**config.mk**
```make
export PLATFORM = sky130hd
export DESIGN_NAME = alu_arbiter
export DESIGN_NICKNAME = d
export VERILOG_FILES = /design/src/rtl/alu_arbiter.sv
export SDC_FILE = /design/constraint.sdc
export NUM_CORES = 1
export LEC_CHECK = 0
export CAP_MARGIN = 20
export CORE_MARGIN = 4
export CORE_UTILIZATION = 35
export CTS_BUF_LIST = sky130_fd_sc_hd__clkbuf_2 sky130_fd_sc_hd__clkbuf_4 sky130_fd_sc_hd__clkbuf_8
export CTS_CLUSTER_DIAMETER = 120
export DETAILED_ROUTE_END_ITERATION = 10
export PLACE_DENSITY = 0.77
export SYNTH_ARGS = -nofsm -noshare
export SYNTH_HDL_FRONTEND = slang
export SYNTH_SLANG_ARGS = --single-unit
export TNS_END_PERCENT = 50
```
**constraint.sdc**
```tcl
create_clock -name clk -period 1.6 [get_ports clk]
set_clock_uncertainty 0.1 [all_clocks]
set_input_delay 0.16 -clock clk [delete_from_list [all_inputs] [get_ports clk]]
set_output_delay 0.16 -clock clk [all_outputs]
set_load 0.02 [all_outputs]
```
**src/rtl/alu_arbiter.sv**
```systemverilog
// Two-port valid/ready front end for one shared combinational ALU: operands registered, result and masked flags held.
// 3 cycles per op (IDLE grant, EXEC capture, RESP hold); requests stall while an op is in flight or its response is unconsumed.
module alu_arbiter #(
  parameter bit RR_ENABLE = 1'b1
) (
  input  logic        clk,
  input  logic        rst_n,
  input  logic        req0_valid,
  output logic        req0_ready,
  input  logic [31:0] req0_a,
  input  logic [31:0] req0_b,
  input  logic [3:0]  req0_aluc,
  input  logic        req1_valid,
  output logic        req1_ready,
  input  logic [31:0] req1_a,
  input  logic [31:0] req1_b,
  input  logic [3:0]  req1_aluc,
  output logic        rsp0_valid,
  input  logic        rsp0_ready,
  output logic [31:0] rsp0_r,
  output logic [3:0]  rsp0_flags,
  output logic        rsp1_valid,
  input  logic        rsp1_ready,
  output logic [31:0] rsp1_r,
  output logic [3:0]  rsp1_flags,
  output logic [31:0] alu_a,
  output logic [31:0] alu_b,
  output logic [3:0]  alu_aluc,
  input  logic [31:0] alu_r,
  input  logic        alu_zero,
  input  logic        alu_carry,
  input  logic        alu_negative,
  input  logic        alu_overflow,
  output logic        busy
);

  typedef enum logic [1:0] {IDLE, EXEC, RESP} state_t;

  state_t      state;
  logic        grant_id;
  logic        last_grant;
  logic        grant;
  logic        any_req;
  logic        carry_ok;
  logic        ovf_ok;
  logic [31:0] rsp_r;
  logic [3:0]  rsp_flags;

  always_comb begin
    any_req = req0_valid | req1_valid;
    if (req0_valid && req1_valid) begin
      grant = RR_ENABLE ? ~last_grant : 1'b0;
    end else begin
      grant = req1_valid;
    end
  end

  assign req0_ready = (state == IDLE) & req0_valid & ~grant;
  assign req1_ready = (state == IDLE) & req1_valid & grant;

  // The ALU leaves carry/overflow stale for opcodes that do not define them.
  assign carry_ok = alu_aluc inside {4'b0000, 4'b0001, 4'b1010, 4'b1100, 4'b1101, 4'b1110, 4'b1111};
  assign ovf_ok   = alu_aluc inside {4'b0010, 4'b0011};

  assign rsp0_r     = rsp_r;
  assign rsp1_r     = rsp_r;
  assign rsp0_flags = rsp_flags;
  assign rsp1_flags = rsp_flags;

  always_ff @(posedge clk or negedge rst_n) begin
    if (!rst_n) begin
      state      <= IDLE;
      grant_id   <= 1'b0;
      last_grant <= 1'b1;
      alu_a      <= '0;
      alu_b      <= '0;
      alu_aluc   <= '0;
      rsp_r      <= '0;
      rsp_flags  <= '0;
      rsp0_valid <= 1'b0;
      rsp1_valid <= 1'b0;
      busy       <= 1'b0;
    end else begin
      case (state)
        IDLE: begin
          if (any_req) begin
            alu_a      <= grant ? req1_a    : req0_a;
            alu_b      <= grant ? req1_b    : req0_b;
            alu_aluc   <= grant ? req1_aluc : req0_aluc;
            grant_id   <= grant;
            last_grant <= grant;
            busy       <= 1'b1;
            state      <= EXEC;
          end
        end
        EXEC: begin
          rsp_r      <= alu_r;
          rsp_flags  <= {alu_overflow & ovf_ok, alu_negative, alu_carry & carry_ok, alu_zero};
          rsp0_valid <= ~grant_id;
          rsp1_valid <= grant_id;
          state      <= RESP;
        end
        RESP: begin
          if (grant_id ? rsp1_ready : rsp0_ready) begin
            rsp0_valid <= 1'b0;
            rsp1_valid <= 1'b0;
            busy       <= 1'b0;
            state      <= IDLE;
          end
        end
        default: state <= IDLE;
      endcase
    end
  end

endmodule
```
### Word-level counts from Yosys, hierarchy flattened

Cells that the tools add are included.

| word-level totals | value |
|---|---|
| bits in registers | 111 |
| input bits | 178 |
| output and inout bits | 145 |
| word-level logic and storage cells | 57 |

| cells by class | value |
|---|---|
| equality and inequality tests | 12 |
| mux-type cells | 13 |
| bitwise operators | 10 |
| reduce and logical (&&, ||, !) cells | 11 |

Operator list:

| operator | count |
|---|---|
| $mux 32 | 2 |
| $eq 4x4->1 const B | 5 |
| $eq 4x2->1 const B | 2 |
| $reduce_bool 7->1 | 1 |
| $and 1x1->1 | 6 |
| $pmux 1 s2 | 3 |
| $pmux 2 s3 | 1 |
| $reduce_and 2->1 | 3 |
| $reduce_bool 2->1 | 3 |
| $eq 4x1->1 const B | 1 |
| $logic_not 4->1 | 1 |
| $mux 1 | 4 |
| $mux 2 | 2 |
| $mux 4 | 1 |
| $ne 2x2->1 const B | 2 |
| $not 1->1 | 3 |
| $reduce_and 3->1 | 1 |
| $eq 2x1->1 const B | 1 |
| $eq 2x2->1 const B | 1 |
| $logic_not 2->1 | 1 |
| $logic_and 1x1->1 | 1 |
| $or 1x1->1 | 1 |

### Depth between registers and ports, before layout

| depth | value |
|---|---|
| depth after elaboration | 4 |
| mapped depth | 6 |
| depth with buffers taken out | 4 |

### Least setup slack after synthesis

Ideal clock, no wire load.

| timing path | value |
|---|---|
| path type | register to register |
| from | reg last_grant |
| to | reg alu_a[0] |
| setup time | 125 ps |
| arrival time | 1453 ps |
| data required time | 1375 ps |
| path slack | -78 ps |
| cell stages (with the launch flop) | 6 |
| path buffers | 2 |
| clock period less this slack | 1678 ps |
| path through | dfstp_2 -> a21bo_1 -> buf_6 -> buf_6 -> mux2_1 -> mux2_2 |

| between the ends | value |
|---|---|
| cells in the longest elaborated chain, start to end | 3 |

RTL lines:

| item | line | source |
|---|---|---|
| from (decl) | 41 | `logic last_grant;` |
| from (signal assigned) | 91 | `last_grant <= grant;` |
| $not 1->1 | 52 | `grant = RR_ENABLE ? ~last_grant : 1'b0;` |
| $mux 1 | 51 | `if (req0_valid && req1_valid) begin` |
| $mux 32 | 87 | `alu_a <= grant ? req1_a : req0_a;` |
| to (signal assigned) | 87 |  |
| to (decl) | 26 | `output logic [31:0] alu_a,` |

Every way passes these cells.
A chain may end at the register's enable or synchronous reset.

### Worst setup path in the final report

| timing path | value |
|---|---|
| from | reg last_grant |
| to | reg alu_a[12] |

Same word-level chain as after synthesis.

==> reports/metrics.cfg <==
[run_status]
status = finished with violations
failed_checks = setup timing

[sta]
finalCritPeriodShare_pct = 116
max_freq_mhz = 540
fin_hold_ws_ns = 0.206
hold_viol = 0
finalSetupViolCount = 70
tightest_slew_ns = 0.324
rsz0062_at_grt = true
slew_headroom_pct = 78.4
layout_setup_ws_ns = -0.251
min_period_ns = 1.85
maxSlewViolCount = 0

[setup_path]
start_kind = flop
rr_startpoint = last_grant$_DFFE_PN1P_
required_ns = 1.75
end_kind = flop
path_cells = a21bo_4 -> buf_12 -> clkbuf_16 -> mux2_1 -> mux2_2
worst_path_max_delay_cell = dfstp_2
arrival_ns = 2.00
startpoint = last_grant$_DFFE_PN1P_
worstSetupPathType = reg -> reg
ff2ff_path_depth = 5
slowest_delay_ns = 0.56
crit_fanout = 13

[routing]
routedWlPerCell_um = 17.8
wirelength_mm = 16.8
drt_first_pass_iters = 4
antenna_left = 0
drc = 0
vias = 4420
vias_per_cell = 4.70
drt_iter0_markers = 104

[floorplanning]
die_area_mm2 = 0.0172
core_mm2 = 0.0147
boundaryPins = 323
dieWidth_um = 131
fp.dieH_um = 131
rows = 44
initial_utilization_pct = 36.1

[final_layout]
area_growth_pct = 67.9
num_antenna_cells = 0
regArea_mm2 = 0.00278
utilization_pct = 60.6
drive_gt1_share_pct = 19.8
multi_input_area_mm2 = 0.00224
fillers = 1250
fin_nets = 930

[synth]
synth_compound_area_share_pct = 1.42
syn_area_per_cell_um2 = 12.0
synth_fa_ha_area_share_pct = 0
syn_inst = 441
synth_area_mm2 = 0.00530
post_synth_and_or_nand_nor_area_fraction_pct = 8.78
syn_nets = 619
ys_ff_latch = 111
seq_area_frac_synth_pct = 52.4
ys_warn_count = 0
synth_xor_area_share_pct = 0
synth_top_family_by_area = multiplexers
synth_cell_types = 24
muxShareOfSynthArea_pct = 29.1

[global_routing]
globalRouteOverflowTotal = 0
grt_first_pass_wirelength_mm = 26.2
grt_pass1_vias = 4871
grt_max_degree = 60
antenna_found_initial = 0
grt_usage_pct = 18.8

[clock_tree]
cts.sinks = 111
root_buffer = clkbuf_8
clock_path_buffers = 2
cts_tree = built
clock_latency_ns = 0.37
htree_levels = 3
path_clk_slew_ns = 0.11
cts_buffers = 9

[placement]
dp_hpwl_mm = 13.2
globalplace.congestion = 0.839
place_ws_ns = -0.469
io_buffers = 322

[power_and_ir_drop]
power_density_mw_per_mm2 = 1820
vdd_drop_max_mv = 0.930
p_leak_uw = 0.00422

[min_path]
hold_class = in -> reg
min_from = alu_r[27]
hold_depth = 3

[run]
max-cap-violations = 0

kinds of logic after synthesis:
logic type | count (synthesis)
flops | 111
buf+inv | 62
mux | 137
simple gates | 119
compound gates | 12
flip-flops by register name, summed over array words and instances (netlist names):
signal,count
alu_a,32
alu_b,32
rsp0_r,32
alu_aluc,4
rsp0_flags,4
state,2
busy,1
grant_id,1
last_grant,1
rsp0_valid,1
rsp1_valid,1
synth_stat cells:
library cell,number,area [µm²]
buf_2,5,25.0
dfrtp_1,110,2750
buf_6,8,90.1
mux2_1,68,766
o21ai_1,1,5.00
buf_4,38,285
nand2_1,109,409
inv_1,1,3.75
a21o_1,1,7.51
a21oi_1,1,5.00
clkbuf_1,9,33.8
o41ai_1,1,8.76
and3_1,1,6.26
nor2b_1,3,18.8
dfstp_2,1,26.3
o22ai_1,2,12.5
o21ai_0,4,20.0
nor2_1,2,7.51
mux2_2,69,777
nand2b_1,3,18.8
a21bo_1,1,10.0
a31oi_1,1,6.26
nor3_1,1,5.00
inv_2,1,3.75
cells in the final DEF (no fill, tap or decap), types with 2 or more instances in the layout:
master	n
buf_12	7
buf_4	28
buf_6	4
clkbuf_8	11
clkdlybuf4s50_1	176
clkinv_2	2
dfrtp_1	110
dlygate4sd2_1	143
mux2_1	51
mux2_2	59
mux2_4	27
nand2_1	109
nand2b_1	2
nor2_1	2
nor2b_1	2
o21ai_0	4
o22ai_1	2
stage by stage:
stage / setup TNS [ns] / power [µW] / instance area [µm²] / instances
after floorplan: -5.01 / 10800 / 5300 / 441
after global placement: -25.81 / 15400 / 8660 / 920
after detailed placement: -27.32 / 15600 / 8660 / 920
after CTS: -14.22 / 16200 / 8760 / 939
after global routing: -17.27 / 17200 / 8900 / 941
final: -14.32 / 16200 / 8900 / 941
path summary, 6_finish.rpt:
check                      slack (ns)                   endpoint
setup / recovery                -0.25      alu_a[12]$_DFFE_PN0P_
hold reg to reg                  0.40      alu_a[16]$_DFFE_PN0P_
hold / removal                   0.21     rsp0_r[27]$_DFFE_PN0P_
setup reg to reg                -0.25      alu_a[12]$_DFFE_PN0P_
max in group asynchronous        0.83  rsp0_flags[1]$_DFFE_PN0P_
min in group asynchronous        0.27      alu_b[17]$_DFFE_PN0P_
layout make-up:
type / count / area share, %
repair buffers: 360 / 38.7
clock inverters: 5 / 0.632
clock buffers: 11 / 1.70
well taps: 184 / 2.59
multi-input cells: 268 / 25.1
inverters: 2 / 0.0843
flip-flops and latches: 111 / 31.2
routing by layer:
metal | up-vias | part of all wire [%] | track usage (%) | routed length [µm]
met1 | 2146 | 36 | 20.1 | 6110
met2 | 182 | 54 | 35.1 | 9120
li1 | 2062 | - | - | -
met5 | - | 0 | 0 | 0
met3 | 30 | 6.8 | 5.58 | 1140
met4 | 0 | 2.5 | 6.53 | 418
report_power, final:
part	internal (µW)	switching [µW]	leakage, µW	total (µW)
clock network	809	967	0.000105	1780
registers	4240	873	0.00132	5120
logic	4310	5000	0.00279	9300
worst max-delay path: cells and delay by family (launching register included):
family	cells	cell delay [ns]
DFF	1	0.56
AOI/OAI and AO/OA	1	0.15
buffers and inverters	2	0.32
muxes	2	0.57
timing repair:
item,in CTS,in global routing
setup buffers,2,1
endpoints found under the hold margin,111,0
hold buffers,1,0
cloned,0,1
pin swaps,0,1
gates resized for setup,164,28
endpoints found under the setup margin,214,71
(Power assumes the default switching activity.)
==> RTL edit, RTL diff (config.mk and constraints unchanged) <==
Encoding of `state_t`: now one-hot (3 bits for 3 states).
--- a/src/rtl/alu_arbiter.sv
+++ b/src/rtl/alu_arbiter.sv
@@ -36,3 +36,3 @@
 
-  typedef enum logic [1:0] {IDLE, EXEC, RESP} state_t;
+  typedef enum logic [2:0] {IDLE = 3'b001, EXEC = 3'b010, RESP = 3'b100} state_t;
 
Formal check against the unedited RTL: no difference found for any inputs over 4 cycles, from zero or initial values and one cycle with rst_n low; so few cycles prove little.
==> RTL edit against the unedited design <==
Sequential cell count increased by 1; global-route usage increased by 1.4 points; the run still ends with setup timing left; cell count increased by 0.43%; sequential share of layout area decreased by 0.12 points; critical path type unchanged; largest cell class unchanged; area after synthesis decreased by 3.1%; wire length increased by 10%; worst setup slack improved by 0.092 ns; final area increased by 1.3%; total power increased by 9.3%.
==> RTL edit: results <==
set metrics [dict create \
    post-place-cells 918 \
    globalplace.congestion 0.840 \
    violations "setup timing" \
    cts.path.max_buffers 2 \
    tightest_slew_ns 0.391 \
    final_layout_size_suffix_gt1_share_pct 15.2 \
    status "finished with violations" \
    antenna-diode-count 0 \
    count_of_antenna_violating_nets_left_after_detailed_routing 0 \
    number_of_nets_in_the_layout 934 \
    reg2reg_depth 5 \
    placed_wire_length_estimate_mm 12.7 \
    number_of_global_route_vias_before_repair 5251 \
    crit_path_top_delay_cell "sky130_fd_sc_hd__dfstp_2" \
    vdd_ir_drop_max_mv 0.780 \
    final.setup.worst_slack_ns -0.160 \
    path_clk_slew_ns 0.11 \
    post_synth_num_cell_types 29 \
    worst_skew_pair.late_latency_ns 0.36 \
    static-leakage-power_uw 0.00386 \
    finalSetupViolCount 83 \
    cp_data_arrival_time_ns 1.95 \
    ctsHtreeMaxLevel 3 \
    cts_root_buf "sky130_fd_sc_hd__clkbuf_8" \
    cellInternalPower_uw 9980 \
    yosysSeqAreaShare_pct 54.6 \
    grt_max_degree 69 \
    asyncSetResetFlopFracSynth_pct 100 \
    ys.warnings.count 0 \
    grt_pass1_wl_mm 26.9 \
    routedWlPerCell_um 19.6 \
    synth.net_count 648 \
    post_synth_main_area_contributors "sky130_fd_sc_hd__dfrtp_1, sky130_fd_sc_hd__a2bb2oi_1, sky130_fd_sc_hd__o32ai_1, sky130_fd_sc_hd__nand2_1, sky130_fd_sc_hd__buf_4" \
    n_fill_cell 1165 \
    worst_path_dominant_cell_family "flip-flops" \
    synth_commonest_cells "sky130_fd_sc_hd__dfrtp_1, sky130_fd_sc_hd__nand2_1, sky130_fd_sc_hd__a2bb2oi_1, sky130_fd_sc_hd__o32ai_1, sky130_fd_sc_hd__buf_4" \
    place.port_buffers 322 \
    layoutNonFillerInstCount 945 \
    fin_worst_hold_slack_ns 0.218 \
    worstHoldPathType "input pin to asynchronous set/reset pin" \
    groute.usage.overall_pct 20.1 \
    path_max_fanout 9 \
    drt_iter0_drc 186 \
    synthCells 470 \
    routed-via-count 5036 \
    critical_path_depth 5 \
    total_clock_buffers_created_by_cts 9 \
    synth_ff_type "sky130_fd_sc_hd__dfrtp_1" \
    drt-pass1-iter-count 4 \
    cp_max_stage_delay_ns 0.54 \
    antenna_found_initial 0 \
]
==> RTL edit: cell count changes after synthesis, moves of 7 or more <==
| cell | before | now |
|---|---|---|
| sky130_fd_sc_hd__a2bb2oi_1 | 0 | 68 |
| sky130_fd_sc_hd__buf_2 | 5 | 20 |
| sky130_fd_sc_hd__buf_6 | 8 | 1 |
| sky130_fd_sc_hd__clkbuf_1 | 9 | 18 |
| sky130_fd_sc_hd__mux2_1 | 68 | 0 |
| sky130_fd_sc_hd__mux2_2 | 69 | 0 |
| sky130_fd_sc_hd__o32ai_1 | 0 | 68 |
==> RTL edit: final cells by class <==
type                    instances  share of cell area [%]
inverters                       1                  0.0416
repair buffers                358                    39.6
clock inverters                 4                   0.596
multi-input cells             274                    24.4
clock buffers                  12                    1.69
flip-flops and latches        112                    31.1
well taps                     184                    2.55
==> RTL edit: cell families after synthesis <==
kind of cell,Yosys count,synth area share (%)
buffers and inverters,84,9.98
and+or+nand+nor,124,10.3
DFF,112,54.6
muxes,1,0.195
AOI/OAI and AO/OA,149,25.0
==> RTL edit: metal layers <==
| layer | share of wire, % | up-vias | track usage (%) |
|---|---|---|---|
| met4 | 2.6 | 0 | 7.29 |
| li1 | - | 2289 | - |
| met1 | 40 | 2466 | 24.4 |
| met5 | 0 | - | 0 |
| met3 | 6.8 | 34 | 3.79 |
| met2 | 50 | 247 | 35.7 |
==> RTL edit: final timing paths <==
check                            from            end
setup / recovery             state[0]      alu_a[15]
hold reg to reg            rsp0_r[26]     rsp0_r[26]
setup reg to reg             state[0]      alu_a[15]
min in group clk            alu_r[20]     rsp0_r[20]
hold / removal                  rst_n       alu_a[1]
max in group asynchronous       rst_n  rsp0_flags[1]
==> RTL edit: repair_timing <==
| action | CTS | global route |
|---|---|---|
| hold endpoints to repair | 112 | 0 |
| gates resized for setup | 173 | 46 |
| setup endpoints to repair | 218 | 86 |
| hold buffers | 1 | 0 |
| cloned | 3 | 4 |
| buffers inserted | 1 | 2 |
| pin swaps | 3 | 1 |
==> RTL edit: power by group through the flow <==
stage / Clock (uW) / Sequential (uW) / Combinational, uW
2_1_floorplan: 0 / 6690 / 4510
3_3_place_gp: 0 / 5180 / 10400
3_5_place_dp: 0 / 5230 / 10600
4_1_cts: 1810 / 5140 / 9840
5_1_grt: 1900 / 5400 / 11400
6_report: 1770 / 5220 / 10700
==> RTL edit: per-stage QoR <==
step | util (%) | worst slack (ns) | TNS [ns] | cell area [um^2]
after floorplan | - | -0.0122 | -0.0122 | 5170
after global placement | 58.2 | -0.474 | -26.63 | 8430
after detailed placement | 58.2 | -0.490 | -30.58 | 8430
after global routing | 62.3 | -0.228 | -13.27 | 9020
final | 62.3 | -0.160 | -7.19 | 9020
after CTS | 59.8 | -0.162 | -7.39 | 8660
